--- src/rtl/alu_op_sequencer_if.sv ---
// ALUOp issue interface: request/completion handshake with the main control
// FSM, the code driven to the ALU control decoder, and the ALU flags returned.
interface alu_op_sequencer_if #(
  parameter int OPW = 4
);
  logic           req_valid;
  logic [OPW-1:0] req_op;
  logic           alu_zero;
  logic           alu_lt;
  logic           alu_gt;
  logic [OPW-1:0] alu_op;
  logic           ready;
  logic           done;
  logic           is_branch;
  logic           branch_taken;

  // Control side: main FSM issues requests, ALU supplies flags.
  modport master (
    output req_valid, req_op, alu_zero, alu_lt, alu_gt,
    input  alu_op, ready, done, is_branch, branch_taken
  );

  // Sequencer side.
  modport slave (
    input  req_valid, req_op, alu_zero, alu_lt, alu_gt,
    output alu_op, ready, done, is_branch, branch_taken
  );
endinterface

--- src/rtl/alu_op_sequencer.sv ---
// ALUOp sequencer: accepts one operation from the main FSM, drives the ALU
// control code for the cycles the operation needs (two-step shifts split in
// two sub-codes), resolves branch compares after the flags settle, and
// returns a single done pulse. All outputs are registered.
module alu_op_sequencer #(
  parameter int OPW = 4
) (
  input  logic                clk,
  input  logic                reset,
  alu_op_sequencer_if.slave   sif
);

  typedef enum logic [2:0] {
    ST_IDLE   = 3'd0,
    ST_ISSUE1 = 3'd1,
    ST_ISSUE2 = 3'd2,
    ST_SETTLE = 3'd3,
    ST_DONE   = 3'd4
  } state_t;

  localparam logic [OPW-1:0] OP_NO_OP     = 4'b0000;
  localparam logic [OPW-1:0] OP_SHIFT_L1  = 4'b0101;
  localparam logic [OPW-1:0] OP_SHIFT_L2  = 4'b0110;
  localparam logic [OPW-1:0] OP_SHIFT_RA1 = 4'b1000;
  localparam logic [OPW-1:0] OP_SHIFT_RA2 = 4'b1001;
  localparam logic [OPW-1:0] OP_BEQ       = 4'b1011;
  localparam logic [OPW-1:0] OP_BNE       = 4'b1100;
  localparam logic [OPW-1:0] OP_BLE       = 4'b1101;
  localparam logic [OPW-1:0] OP_BGT       = 4'b1110;

  state_t         r_state;
  logic [OPW-1:0] r_op;
  logic [OPW-1:0] r_alu_op;
  logic           r_ready;
  logic           r_done;
  logic           r_is_branch;
  logic           r_branch_taken;

  // First code issued: two-step shifts start with their first sub-code.
  function automatic logic [OPW-1:0] first_code(input logic [OPW-1:0] op);
    case (op)
      OP_SHIFT_L2:  first_code = OP_SHIFT_L1;
      OP_SHIFT_RA2: first_code = OP_SHIFT_RA1;
      default:      first_code = op;
    endcase
  endfunction

  function automatic logic is_two_step(input logic [OPW-1:0] op);
    is_two_step = (op == OP_SHIFT_L2) || (op == OP_SHIFT_RA2);
  endfunction

  function automatic logic is_branch_op(input logic [OPW-1:0] op);
    is_branch_op = (op >= OP_BEQ) && (op <= OP_BGT);
  endfunction

  // Branch condition from settled flags; non-branch codes never take.
  function automatic logic branch_eval(input logic [OPW-1:0] op,
                                       input logic zero,
                                       input logic lt,
                                       input logic gt);
    case (op)
      OP_BEQ:  branch_eval = zero;
      OP_BNE:  branch_eval = ~zero;
      OP_BLE:  branch_eval = lt | zero;
      OP_BGT:  branch_eval = gt;
      default: branch_eval = 1'b0;
    endcase
  endfunction

  // Sequencer FSM with registered outputs; reset aborts any operation.
  always_ff @(posedge clk or negedge reset) begin
    if (!reset) begin
      r_state        <= ST_IDLE;
      r_op           <= OP_NO_OP;
      r_alu_op       <= OP_NO_OP;
      r_ready        <= 1'b1;
      r_done         <= 1'b0;
      r_is_branch    <= 1'b0;
      r_branch_taken <= 1'b0;
    end else begin
      case (r_state)
        ST_IDLE: begin
          r_done         <= 1'b0;
          r_is_branch    <= 1'b0;
          r_branch_taken <= 1'b0;
          if (sif.req_valid) begin
            r_op     <= sif.req_op;
            r_alu_op <= first_code(sif.req_op);
            r_ready  <= 1'b0;
            r_state  <= ST_ISSUE1;
          end else begin
            r_alu_op <= OP_NO_OP;
            r_ready  <= 1'b1;
            r_state  <= ST_IDLE;
          end
        end
        ST_ISSUE1: begin
          if (is_two_step(r_op)) begin
            r_alu_op <= r_op;
            r_state  <= ST_ISSUE2;
          end else begin
            r_alu_op <= r_alu_op;
            r_state  <= ST_SETTLE;
          end
        end
        ST_ISSUE2: begin
          r_alu_op <= r_alu_op;
          r_state  <= ST_SETTLE;
        end
        ST_SETTLE: begin
          // Decoder output has been stable for this cycle; flags are valid.
          r_alu_op       <= OP_NO_OP;
          r_done         <= 1'b1;
          r_is_branch    <= is_branch_op(r_op);
          r_branch_taken <= branch_eval(r_op, sif.alu_zero, sif.alu_lt, sif.alu_gt);
          r_state        <= ST_DONE;
        end
        ST_DONE: begin
          r_alu_op       <= OP_NO_OP;
          r_done         <= 1'b0;
          r_is_branch    <= 1'b0;
          r_branch_taken <= 1'b0;
          r_ready        <= 1'b1;
          r_state        <= ST_IDLE;
        end
        default: begin
          r_alu_op       <= OP_NO_OP;
          r_done         <= 1'b0;
          r_is_branch    <= 1'b0;
          r_branch_taken <= 1'b0;
          r_ready        <= 1'b1;
          r_state        <= ST_IDLE;
        end
      endcase
    end
  end

  assign sif.alu_op       = r_alu_op;
  assign sif.ready        = r_ready;
  assign sif.done         = r_done;
  assign sif.is_branch    = r_is_branch;
  assign sif.branch_taken = r_branch_taken;

endmodule

--- src/flat_wrapper.sv ---
// flat-port wrapper written by rule: the top's interface ports become plain ports
module alu_op_sequencer_flat 
#(
  parameter int OPW = 4
)
  (clk, reset, sif_req_valid, sif_req_op, sif_alu_zero, sif_alu_lt, sif_alu_gt, sif_alu_op, sif_ready, sif_done, sif_is_branch, sif_branch_taken);
  alu_op_sequencer_if #(.OPW(OPW)) sif_i ();
  input  logic clk;
  input  logic reset;
  input wire logic [$bits(sif_i.req_valid)-1:0] sif_req_valid;
  input wire logic [$bits(sif_i.req_op)-1:0] sif_req_op;
  input wire logic [$bits(sif_i.alu_zero)-1:0] sif_alu_zero;
  input wire logic [$bits(sif_i.alu_lt)-1:0] sif_alu_lt;
  input wire logic [$bits(sif_i.alu_gt)-1:0] sif_alu_gt;
  output wire logic [$bits(sif_i.alu_op)-1:0] sif_alu_op;
  output wire logic [$bits(sif_i.ready)-1:0] sif_ready;
  output wire logic [$bits(sif_i.done)-1:0] sif_done;
  output wire logic [$bits(sif_i.is_branch)-1:0] sif_is_branch;
  output wire logic [$bits(sif_i.branch_taken)-1:0] sif_branch_taken;
  assign sif_i.req_valid = sif_req_valid;
  assign sif_i.req_op = sif_req_op;
  assign sif_i.alu_zero = sif_alu_zero;
  assign sif_i.alu_lt = sif_alu_lt;
  assign sif_i.alu_gt = sif_alu_gt;
  assign sif_alu_op = sif_i.alu_op;
  assign sif_ready = sif_i.ready;
  assign sif_done = sif_i.done;
  assign sif_is_branch = sif_i.is_branch;
  assign sif_branch_taken = sif_i.branch_taken;
  alu_op_sequencer #(.OPW(OPW)) u_core (.clk(clk), .reset(reset), .sif(sif_i));
endmodule
--- config.mk ---
export PLATFORM = sky130hd
export DESIGN_NAME = alu_op_sequencer_flat
export DESIGN_NICKNAME = d
export VERILOG_FILES = /design/src/rtl/alu_op_sequencer_if.sv /design/src/rtl/alu_op_sequencer.sv /design/src/flat_wrapper.sv
export SDC_FILE = /design/constraint.sdc
export NUM_CORES = 1
export LEC_CHECK = 0
export ABC_AREA = 1
export ABC_CLOCK_PERIOD_IN_PS = 1900
export CAP_MARGIN = 15
export CORE_MARGIN = 4
export CORE_UTILIZATION = 40
export DETAILED_ROUTE_END_ITERATION = 10
export HOLD_SLACK_MARGIN = 0.05
export PLACE_DENSITY = 0.66
export RECOVER_POWER = 100
export REMOVE_ABC_BUFFERS = 1
export SLEW_MARGIN = 20
export SYNTH_ARGS = -nofsm -noshare
export SYNTH_HDL_FRONTEND = slang
export SYNTH_SLANG_ARGS = --single-unit
export TNS_END_PERCENT = 10
--- constraint.sdc ---
create_clock -name clk -period 1.9 [get_ports clk]
set_input_delay 0.38 -clock clk [delete_from_list [all_inputs] [get_ports clk]]
set_output_delay 0.38 -clock clk [all_outputs]
set_load 0.05 [all_outputs]
==> metrics.cfg <==
[floorplan]
ios=18
num_rows=15
die_w_um=51.8
start_util_pct=43.5
die_y_um=51.8
core_mm2=0.00176
design.die.area_mm2=0.00269

[setup_path]
crit_family=buffers and inverters
crit_path_max_incr_delay_ns=0.80
crit_start=u_core.sif.alu_op[3]
critPathRequiredTime_ns=1.52
worstPathCellList=clkdlybuf4s50_1
reg2reg_depth=7
path_max_fanout=2
cp_slowest_cell=clkdlybuf4s50_1
worstSetupPathDepth=1
cp.arrival_ns=1.45
worstReg2RegEnd=u_core.sif.alu_op[3]
r2r_slack_ns=0.29
endpoint_kind=output port
crit_type=register to output port
crit_path_start_kind=register
path_buf_inv=1
crit-reg2reg-launch=u_core.r_state[1]
crit_path_end=sif_alu_op[3]

[global_routing]
grt-ovfl-total=0
antenna_found_initial=0
grt_start_max_net_pins=16
grt_pass1_vias=632
top_usage_layer=met2
grt_util_met3_pct=2.58
grtUsageMet2_pct=22.4
grt_pass1_wl_um=2570
grtUsageTotal_pct=13.4
grtUsageMet1_pct=15.3

[sta]
hold_viol_final=0
drv_slew=0
maxSlewHeadroom_pct=42.5
fmax_mhz=546
finClkSkew_ns=0.00398
tightestPinTransition_ns=0.863
hold_slack_ns=0.469
period_needed_ns=1.83
finalSetupViolCount=0
min_period_over_period_pct=96.4
grt_setup_unrepaired=no
fin_tns_setup_ns=0

[yosys]
synth_warnings=0
synth-seq-cells=15
syn_avg_cell_area_um2=7.46
ys_seq_area_share_pct=49.0
ys_types=17
synthesis.area_um2=768
synthesis.instances=103

[drt]
drtIter0Drc=8
vias=688
via_per_inst=4.62
firstDrtPassIters=4
antenna_left=0
drc=0
routed_wl_um=1540
wl_per_cell_um=10.3

[cts]
numCtsBuffers=3
insertion_delay_ns=0.28
cts_max_path_buffers=2
cts_resized=0
cts_hold_buf=0
post_cts_buffers=0
cts_tree=yes
clock_sinks=15
clock_tree.root_cell=clkbuf_4
cts_max_level=1
cts.clk_slew.worst_paths_ns=0.09

[power]
leakage_nw=0.501
switching_share_pct=49.1
p_switching_mw=0.725
internal_power_mw=0.752
power_density_mw_per_mm2=1550
ir_worst_vdd_v=0.000712
seqPwrFrac_pct=37.1
clkPwrFrac_pct=12.4
combPwrFrac_pct=50.5

[min_path]
hold_class=register to register
hold_depth=2

[placed_design]
dp_hpwl_um=1210
place.gp.congestion=0.771
io_buffers=17

[final_layout]
layout.nets=135
syn_to_final_growth_pct=23.8
drive_gt1_share_pct=6.45
multi_input_area_um2=312
diodes=0
final_cell_mix=nand2_1, dfrtp_1, clkdlybuf4s50_1
layout_commonest_cell=nand2_1
ff_latch_area_um2=377
fillCellCount=194

[flow_run]
max-cap-violations=0

[outcome]
status=finished, final reports clean

-- synthesized netlist by cell type --
master    n  share of area, %
nor2_2    1              0.81
nand3_1   7               4.6
nor2_4    1               1.5
nand3_2   1               1.3
dfrtp_1  14                46
o21a_1    1              0.98
inv_1    10               4.9
inv_2     3               1.5
o21ai_0   7               4.6
nor2_1    8               3.9
nor3_2    1               1.3
a21oi_1   2               1.3
buf_6     1               1.5
dfstp_2   1               3.4
a22o_1    1               1.1
nand2_1  43                21
nand2_2   1              0.81
-- layout make-up --
cell class	count	area share, %
well taps	25	3.29
clock buffers	3	2.37
clock inverters	1	0.526
inverters	13	5.13
repair buffers	18	16.3
multi-input cells	74	32.8
flip-flops and latches	15	39.6
-- worst min-delay path by stage --
stage	slack [ns]	startpoint	end
after global placement	0.46	u_core.sif.branch_taken	u_core.sif.branch_taken
after floorplan	0.08	reset	u_core.r_op[0]
final	0.47	u_core.sif.ready	u_core.sif.ready
after detailed placement	0.46	u_core.sif.ready	u_core.sif.ready
after CTS	0.41	reset	u_core.sif.alu_op[3]
after global routing	0.50	u_core.sif.ready	u_core.sif.ready
-- registers in the layout, indices dropped and copies added, names as in the netlist --
name / count
u_core.sif.ready: 1
u_core.sif.is_branch: 1
u_core.r_state: 3
u_core.sif.branch_taken: 1
u_core.r_op: 4
u_core.sif.alu_op: 4
u_core.sif.done: 1
-- power groups by stage --
stage	Combinational [mW]	Sequential [mW]	Clock (mW)
after global routing	0.850	0.572	0.206
after detailed placement	0.808	0.563	0
final	0.746	0.548	0.183
after global placement	0.798	0.557	0
after floorplan	0.430	0.706	0
after CTS	0.810	0.556	0.189
-- cells by family after synthesis --
logic type	synth area share, %
simple gates	35.2
compound gates	7.98
flops	49.0
buf+inv	7.82
-- layer usage --
layer	vias up	wire [µm]
met1	310	731
li1	362	-
met4	0	39
met3	4	60
met5	-	0
met2	12	709
-- through the flow --
stage	worst slack (ns)	cells	area (µm²)	utilization [%]	total power, mW
final	0.0693	149	951	53.9	1.48
after detailed placement	0.383	145	958	54.3	1.37
after global placement	0.385	145	958	54.3	1.36
after CTS	0.0572	149	986	55.9	1.56
after global routing	0.0224	149	951	53.9	1.63
after floorplan	0.765	102	757	-	1.14
(Power assumes the default switching activity.)
